$ cat src/rtl/fetch_queue.sv
// Instruction fetch queue: issues the PC as an imem read, collects in-order responses
// into PC-tagged slots and hands {pc, inst} pairs to decode; flush orphans in-flight reads.
module fetch_queue #(
    parameter int DATA_WIDTH = 32,
    parameter int DEPTH      = 4
) (
    input  logic                  clk_i,
    input  logic                  rst_ni,
    input  logic [DATA_WIDTH-1:0] pc_i,
    output logic                  fetch_stall_o,
    input  logic                  flush_i,
    output logic                  imem_req_o,
    output logic [DATA_WIDTH-1:0] imem_addr_o,
    input  logic                  imem_rvalid_i,
    input  logic [DATA_WIDTH-1:0] imem_rdata_i,
    output logic                  inst_valid_o,
    input  logic                  inst_ready_i,
    output logic [DATA_WIDTH-1:0] inst_o,
    output logic [DATA_WIDTH-1:0] inst_pc_o
);
    localparam int AW = $clog2(DEPTH);
    localparam int PW = AW + 1;
    localparam logic [PW-1:0]         PTR_ONE  = 1;
    localparam logic [PW:0]           OCC_FULL = (PW+1)'(DEPTH);
    localparam logic [PW:0]           SUM_ONE  = 1;
    localparam logic [DATA_WIDTH-1:0] NOP_INST = DATA_WIDTH'(32'h0000_0013);

    logic [PW-1:0]         alloc_ptr, fill_ptr, head_ptr;
    logic [PW-1:0]         drop_cnt;
    logic [PW-1:0]         used, pending;
    logic [PW:0]           occupancy, drop_sum, drop_flush;
    logic [AW-1:0]         alloc_idx, fill_idx, head_idx;
    logic                  full, do_fill, do_drop, do_pop;
    logic [DATA_WIDTH-1:0] slot_pc   [DEPTH];
    logic [DATA_WIDTH-1:0] slot_inst [DEPTH];
    logic [DEPTH-1:0]      slot_filled;

    assign used      = alloc_ptr - head_ptr;
    assign pending   = alloc_ptr - fill_ptr;
    assign alloc_idx = alloc_ptr[AW-1:0];
    assign fill_idx  = fill_ptr[AW-1:0];
    assign head_idx  = head_ptr[AW-1:0];

    // Orphaned reads still occupy memory bandwidth, so they count against capacity.
    assign occupancy = {1'b0, used} + {1'b0, drop_cnt};
    assign full      = occupancy >= OCC_FULL;

    assign imem_req_o    = rst_ni && !flush_i && !full;
    assign imem_addr_o   = pc_i;
    assign fetch_stall_o = full && !flush_i;

    assign do_drop = imem_rvalid_i && (drop_cnt != '0);
    assign do_fill = imem_rvalid_i && (drop_cnt == '0) && (pending != '0);

    // A response arriving in the flush cycle retires one of the reads being orphaned.
    assign drop_sum   = {1'b0, drop_cnt} + {1'b0, pending};
    assign drop_flush = (imem_rvalid_i && drop_sum != '0) ? drop_sum - SUM_ONE : drop_sum;

    // Decode handshake: inst_valid_o comes from registered state only and never looks at
    // inst_ready_i; a pair transfers on a clk_i edge where both are high and flush_i is low.
    assign inst_valid_o = (used != '0) && slot_filled[head_idx];
    assign inst_o       = inst_valid_o ? slot_inst[head_idx] : NOP_INST;
    assign inst_pc_o    = inst_valid_o ? slot_pc[head_idx] : '0;
    assign do_pop       = inst_valid_o && inst_ready_i;

    always_ff @(posedge clk_i or negedge rst_ni) begin
        if (!rst_ni) begin
            alloc_ptr   <= '0;
            fill_ptr    <= '0;
            head_ptr    <= '0;
            drop_cnt    <= '0;
            slot_filled <= '0;
            for (int i = 0; i < DEPTH; i++) begin
                slot_pc[i]   <= '0;
                slot_inst[i] <= '0;
            end
        end else if (flush_i) begin
            head_ptr    <= alloc_ptr;
            fill_ptr    <= alloc_ptr;
            slot_filled <= '0;
            drop_cnt    <= drop_flush[PW-1:0];
        end else begin
            if (imem_req_o) begin
                slot_pc[alloc_idx]     <= pc_i;
                slot_filled[alloc_idx] <= 1'b0;
                alloc_ptr              <= alloc_ptr + PTR_ONE;
            end
            if (do_drop) begin
                drop_cnt <= drop_cnt - PTR_ONE;
            end
            // fill_idx never equals alloc_idx here: that would need pending == DEPTH, i.e. full.
            if (do_fill) begin
                slot_inst[fill_idx]   <= imem_rdata_i;
                slot_filled[fill_idx] <= 1'b1;
                fill_ptr              <= fill_ptr + PTR_ONE;
            end
            if (do_pop) begin
                head_ptr <= head_ptr + PTR_ONE;
            end
        end
    end

endmodule
$ cat config.mk
export PLATFORM = sky130hd
export DESIGN_NAME = fetch_queue
export DESIGN_NICKNAME = d
export VERILOG_FILES = /design/src/rtl/fetch_queue.sv
export SDC_FILE = /design/constraint.sdc
export NUM_CORES = 1
export LEC_CHECK = 0
export CAP_MARGIN = 20
export CORE_MARGIN = 2
export CORE_UTILIZATION = 56
export CTS_CLUSTER_DIAMETER = 150
export DETAILED_ROUTE_END_ITERATION = 12
export PLACE_DENSITY_LB_ADDON = 0.08
export SLEW_MARGIN = 20
export SYNTH_ARGS = -nofsm -noshare
export SYNTH_HDL_FRONTEND = slang
export SYNTH_SLANG_ARGS = --single-unit
$ cat constraint.sdc
create_clock -name clk_i -period 4.1 [get_ports clk_i]
set_input_delay 0.615 -clock clk_i [delete_from_list [all_inputs] [get_ports clk_i]]
set_output_delay 0.615 -clock clk_i [all_outputs]
set_load 0.01 [all_outputs]
==> flow_summary.json, run 1 <==
{
  "ioPinCount": 168,
  "drc_errors": 0,
  "synthXorXnorAreaFrac_pct": 0.926,
  "cts_buffers": 30,
  "wl_um": 28200,
  "grt_pass1_vias": 8508,
  "tightest_slew_ps": 811,
  "period_share_pct": 94.6,
  "drive_gt1_share_pct": 39.1,
  "ys_seq_elements": 272,
  "rows": 55,
  "cts.path.max_buffers": 3,
  "power-per-cell-area_nw_per_um2": 685,
  "syn_avg_cell_area_sq_um": 15.4,
  "clock_latency_ps": 550,
  "core-area_sq_um": 22800,
  "fmax_mhz": 258,
  "start_util_pct": 57.6,
  "synth_top_cell_area_share_pct": 51.9,
  "leakage_uw": 0.00751,
  "yosysMostFrequentCell": "dfrtp_1",
  "synth_top_family_by_area": "multiplexers",
  "synth_common_cells": "dfrtp_1, mux2_2, mux4_2",
  "grtUsageTotal_pct": 23.5,
  "antenna_found_initial": 1,
  "yosys_warnings": 0,
  "die_x_um": 157,
  "clock-sinks": 272,
  "syn-num-nets": 943,
  "slowest_delay_ps": 540,
  "maxCapViolCount": 0,
  "avgViaCountPerCell": 5.73,
  "cp_data_required_time_ps": 3480,
  "yosysTopAreaCell": "dfrtp_1",
  "startpoint_type": "flip-flop",
  "ys.flop_type": "dfrtp_1",
  "grt_pass1_wl_um": 45100,
  "arrival_ps": 3270,
  "cts_tree": "built",
  "drt_iter0_drc": 330,
  "nFillCells": 1514,
  "die-area_sq_um": 24600,
  "fin_tns_setup_ps": 0,
  "power_uw": 10900,
  "cp_cell_sequence": "inv_2, ha_1, inv_1, fa_1, xor3_4, a21boi_4, buf_4, buf_12, and2_1, clkdlybuf4s50_1",
  "dr_total_vias": 7570,
  "final_nets": 1079,
  "ir_worst_vdd_mv": 0.455,
  "synth_area_sq_um": 13100,
  "gp_congestion": 0.809,
  "fin_util_pct": 69.7,
  "synth_compound_area_share_pct": 1.59,
  "yosysSeqAreaShare_pct": 51.9,
  "cts.clk_slew.worst_paths_ps": 60,
  "maxSlewViolCount": 0,
  "hold_class": "primary input to asynchronous set/reset pin",
  "port_buffers": 167,
  "async_flop_share_pct": 100,
  "grt_overflow_total": 0,
  "synthCells": 852,
  "path_class": "flip-flop to output port",
  "ant_nets": 0,
  "grt_max_degree": 144,
  "synth_enable_flop_cells": 0,
  "min_period_ps": 3880,
  "synthSimpleGateAreaFrac_pct": 4.59,
  "synthAdderAreaFrac_pct": 2.27,
  "die_h_um": 157,
  "wl_per_cell_um": 21.3,
  "relSlewSlack_pct": 46.0,
  "synthTopCellsByArea": "dfrtp_1, mux2_2, mux4_2",
  "worstPathMaxFanout": 26,
  "crit_path_top_delay_cell": "clkdlybuf4s50_1",
  "synthDistinctLibCells": 48,
  "htreeDepth": 1,
  "clock-root-buffer": "clkbuf_16",
  "clock_skew_ps": 8.87,
  "hold_violations": 0,
  "critPathCaptureType": "output port",
  "synthMuxAreaShare_pct": 33.6,
  "cts_hold_buf": 0,
  "area_delta_synth_final_pct": 21.1,
  "hpwlAfterDp_um": 17200,
  "drtPass1Iterations": 4,
  "grt_setup_unrepaired": "no",
  "setup_violations": 0,
  "status": "completed"
}
==> cell type report <==
cell class / count / area [sq um] / share of cell area [%]
sequential: 272 / 6810 / 42.9
clock buffer: 45 / 897 / 5.65
tap: 313 / 392 / 2.47
inverter: 16 / 60.1 / 0.378
multi-input combinational: 482 / 5650 / 35.6
timing repair buffer: 186 / 1970 / 12.4
antenna: 1 / 2.50 / 0.0158
clock inverter: 5 / 86.3 / 0.544
==> where the power goes <==
part | switching (uW) | leakage (uW) | total (uW) | internal [uW]
sequential | 569 | 0.00353 | 4320 | 3760
combinational | 1600 | 0.00350 | 3900 | 2300
clock | 1030 | 0.000484 | 2650 | 1620
==> flip-flops by register name, indices dropped and copies added, names as in the netlist <==
register and flops:
alloc_ptr 3, slot_pc 128, drop_cnt 3, slot_filled 4, fill_ptr 3, slot_inst 128
head_ptr 3
==> final timing paths <==
kind                               startpoint              to  slack (ps)  cells after the start
worst max-delay path             alloc_ptr[0]       inst_o[5]         220                     10
worst min-delay path                   rst_ni  slot_inst[123]           3                      1
worst min register to register  slot_inst[20]   slot_inst[20]         490                      1
min in group clk_i              slot_inst[20]   slot_inst[20]         490                      1
max in group asynchronous              rst_ni   slot_inst[95]        2870                      2
worst max register to register   alloc_ptr[0]     drop_cnt[1]         380                     12
==> timing repair <==
action                                 4_1_cts  5_1_grt
pin swaps                                    0        2
gates resized for setup                      5       17
cloned                                       0        2
buffers inserted                             1        4
endpoints found under the hold margin        0        0
setup endpoints to repair                   36       64
==> worst max-delay path, delay by kind of cell, from the launching register on <==
family	cells	cell delay [ps]
flip-flops	1	420
AND/OR/NAND/NOR	1	170
adder cells (fa/ha/maj)	2	550
XOR/XNOR	1	370
AO/OA/AOI/OAI	1	150
buffers and inverters	5	1040
==> per-stage QoR <==
stage | hold WS (ps) | cells | setup WS, ps | area (sq um)
final | 3.24 | 1320 | 219 | 15900
after detailed placement | 478 | 1262 | 299 | 14700
after global placement | 468 | 1262 | 357 | 14700
after floorplan | 319 | 852 | 385 | 13100
after CTS | 17.4 | 1313 | 0.578 | 15700
after global routing | 44.5 | 1319 | 86.4 | 15900
==> cells in the final DEF, fill, tap and decap left out, types with 4 or more instances in the layout <==
master and instances:
dfrtp_1 270, nand2_1 8, mux2_1 9, nand2_4 4, a21oi_1 6, ha_1 19, clkdlybuf4s50_1 152, inv_1 15
mux2_2 248, xnor2_1 5, nor2_1 4, dlymetal6s2s_1 13, and2_1 62, clkbuf_8 10, buf_12 6, mux2i_1 5
clkbuf_1 6, clkbuf_16 32, a32o_1 4, nand2b_1 5, mux4_2 65, buf_4 8
==> layer usage <==
metal  vias up  share of wire, %  GRT usage [%]
met5         -                 0              0
met4         0               2.6           6.90
met3        50               4.7           3.58
met2       189                52           42.1
met1      3972                40           29.5
li1       3359                 -              -
==> cells by family (layout without fill, tap and decap cells) <==
kind of cell	after synthesis	in the layout
muxes	327	327
DFF	272	272
buffers and inverters	98	252
and+or+nand+nor	96	96
AOI/OAI and AO/OA	27	27
adders and majority gates	22	22
xor gates and xnor gates	10	10
other	0	1
Note: power is estimated with default switching activity, not from simulation.
==> run 2, diff against run 1 <==
--- a/config.mk
+++ b/config.mk
@@ -10,6 +10,7 @@
 export CORE_UTILIZATION = 56
 export CTS_CLUSTER_DIAMETER = 150
 export DETAILED_ROUTE_END_ITERATION = 12
+export GPL_ROUTABILITY_DRIVEN = 0
 export PLACE_DENSITY_LB_ADDON = 0.08
 export SLEW_MARGIN = 20
 export SYNTH_ARGS = -nofsm -noshare
==> results of run 2 <==
Same layout as run 1: the final DEF is identical, and so are final timing and power.
==> run 3, diff against run 2 <==
--- a/config.mk
+++ b/config.mk
@@ -7,9 +7,10 @@
 export LEC_CHECK = 0
 export CAP_MARGIN = 20
 export CORE_MARGIN = 2
-export CORE_UTILIZATION = 56
+export CORE_UTILIZATION = 64
 export CTS_CLUSTER_DIAMETER = 150
 export DETAILED_ROUTE_END_ITERATION = 12
+export DONT_BUFFER_PORTS = 1
 export GPL_ROUTABILITY_DRIVEN = 0
 export PLACE_DENSITY_LB_ADDON = 0.08
 export SLEW_MARGIN = 20
==> flow_summary.json, run 3 (synthesized netlist as in run 1, its figures left out) <==
{
  "start_util_pct": 65.0,
  "critPathTopFamily": "adder cells",
  "grt_setup_unrepaired": "no",
  "period_share_pct": 94.1,
  "reg2reg_setup_slack_ps": 470,
  "hold_violations": 272,
  "fin_hold_ws_ps": -225,
  "nFillCells": 1352,
  "grt_pass1_vias": 7946,
  "layout_commonest_cell": "dfrtp_1",
  "worstReg2RegStart": "alloc_ptr[0]",
  "startpoint_type": "flip-flop",
  "grt_max_degree": 274,
  "hold_class": "primary input to asynchronous set/reset pin",
  "leakage_uw": 0.00654,
  "antenna_found_initial": 0,
  "area_delta_synth_final_pct": 6.12,
  "drive_gt1_share_pct": 45.7,
  "worstPathMaxFanout": 8,
  "maxCapViolCount": 0,
  "drc_errors": 0,
  "avgViaCountPerCell": 6.20,
  "clock-root-buffer": "clkbuf_16",
  "critPathCaptureType": "output port",
  "grtUsageTotal_pct": 24.6,
  "reg2reg_to": "slot_pc[50]",
  "maxSlewViolCount": 0,
  "die_h_um": 147,
  "clock_skew_ps": 16.0,
  "drtPass1Iterations": 5,
  "power_uw": 10400,
  "status": "finished, violations left",
  "arrival_ps": 3240,
  "core-area_sq_um": 20200,
  "cp.buffers_inverters": 3,
  "final_cell_mix": "dfrtp_1, mux2_2, mux4_2",
  "ioPinCount": 168,
  "tightest_slew_ps": 1060,
  "rows": 52,
  "slowest_delay_ps": 510,
  "wl_um": 25600,
  "cts_buffers": 29,
  "clock-sinks": 272,
  "grt_overflow_total": 0,
  "path_class": "flip-flop to output port",
  "final_nets": 904,
  "path_common_cell": "inv_1",
  "power-per-cell-area_nw_per_um2": 750,
  "worst-path-stages": 9,
  "die_x_um": 147,
  "fmax_mhz": 259,
  "port_buffers": 0,
  "min_period_ps": 3860,
  "rr_worst_depth": 12,
  "die-area_sq_um": 21600,
  "drt_iter0_drc": 349,
  "clock_latency_ps": 550,
  "cts_tree": "built",
  "wl_per_cell_um": 23.2,
  "htreeDepth": 1,
  "relSlewSlack_pct": 29.4,
  "ir_worst_vdd_mv": 0.437,
  "cp_data_required_time_ps": 3480,
  "violations": "negative hold slack",
  "grt_pass1_wl_um": 42200,
  "cts.path.max_buffers": 3,
  "setup_violations": 0,
  "fin_tns_setup_ps": 0,
  "cts.clk_slew.worst_paths_ps": 60,
  "ant_nets": 0,
  "largestRegisters": "slot_inst (128), slot_pc (128), slot_filled (4)",
  "num_antenna_cells": 0,
  "crit_path_top_delay_cell": "xor3_4",
  "cp_cell_sequence": "inv_1, ha_1, inv_1, fa_1, xor3_4, inv_1, ha_1, nor3_1, and4bb_2",
  "dr_total_vias": 6829,
  "hpwlAfterDp_um": 15700
}
==> run 3: stage by stage <==
stage / area [sq um] / utilization, % / setup slack, ps / instances / hold WS [ps]
after floorplan: 13100 / - / 385 / 852 / 319
final: 13900 / 69.0 / 242 / 1101 / -225
after global placement: 12900 / 64.1 / 241 / 1048 / 327
after CTS: 13900 / 69.0 / 229 / 1101 / -241
after global routing: 13900 / 69.0 / 87.5 / 1101 / -248
after detailed placement: 12900 / 64.2 / 494 / 1049 / 327
==> run 3: power by group <==
group | total (uW) | internal [uW] | leakage [uW] | switching, uW
clock | 2530 | 1530 | 0.000451 | 1000
sequential | 4320 | 3760 | 0.00353 | 568
combinational | 3580 | 2110 | 0.00256 | 1470
==> run 3: metal layers <==
metal,vias up,part of all wire (%),GRT usage (%),routed length [um]
li1,2988,-,-,-
met1,3631,39,30.3,9900
met2,173,53,44.0,13500
met3,37,6.6,6.43,1690
met4,0,1.9,5.77,493
met5,-,0,0,0
==> run 3: worst max-delay path by stage <==
stage / slack [ps] / startpoint / endpoint
2_1_floorplan: 390 / head_ptr[1] / slot_pc[23]
3_3_place_gp: 240 / alloc_ptr[0] / inst_o[31]
3_5_place_dp: 490 / alloc_ptr[0] / slot_pc[13]
4_1_cts: 230 / head_ptr[0] / inst_pc_o[0]
5_1_grt: 90 / alloc_ptr[0] / imem_req_o
6_report: 240 / alloc_ptr[0] / imem_req_o
==> run 3: layout make-up <==
type	count	area, sq um	area share (%)
repair buffers	12	123	0.881
clock buffers	45	846	6.08
well taps	270	338	2.43
clock inverters	4	80.1	0.576
multi-input cells	482	5650	40.6
inverters	16	60.1	0.432
flip-flops and latches	272	6810	49.0
==> run 3: what timing repair did <==
item,4_1_cts,5_1_grt
gates resized for setup,0,0
setup buffers,3,0
endpoints found under the hold margin,272,272
endpoints found under the setup margin,5,0
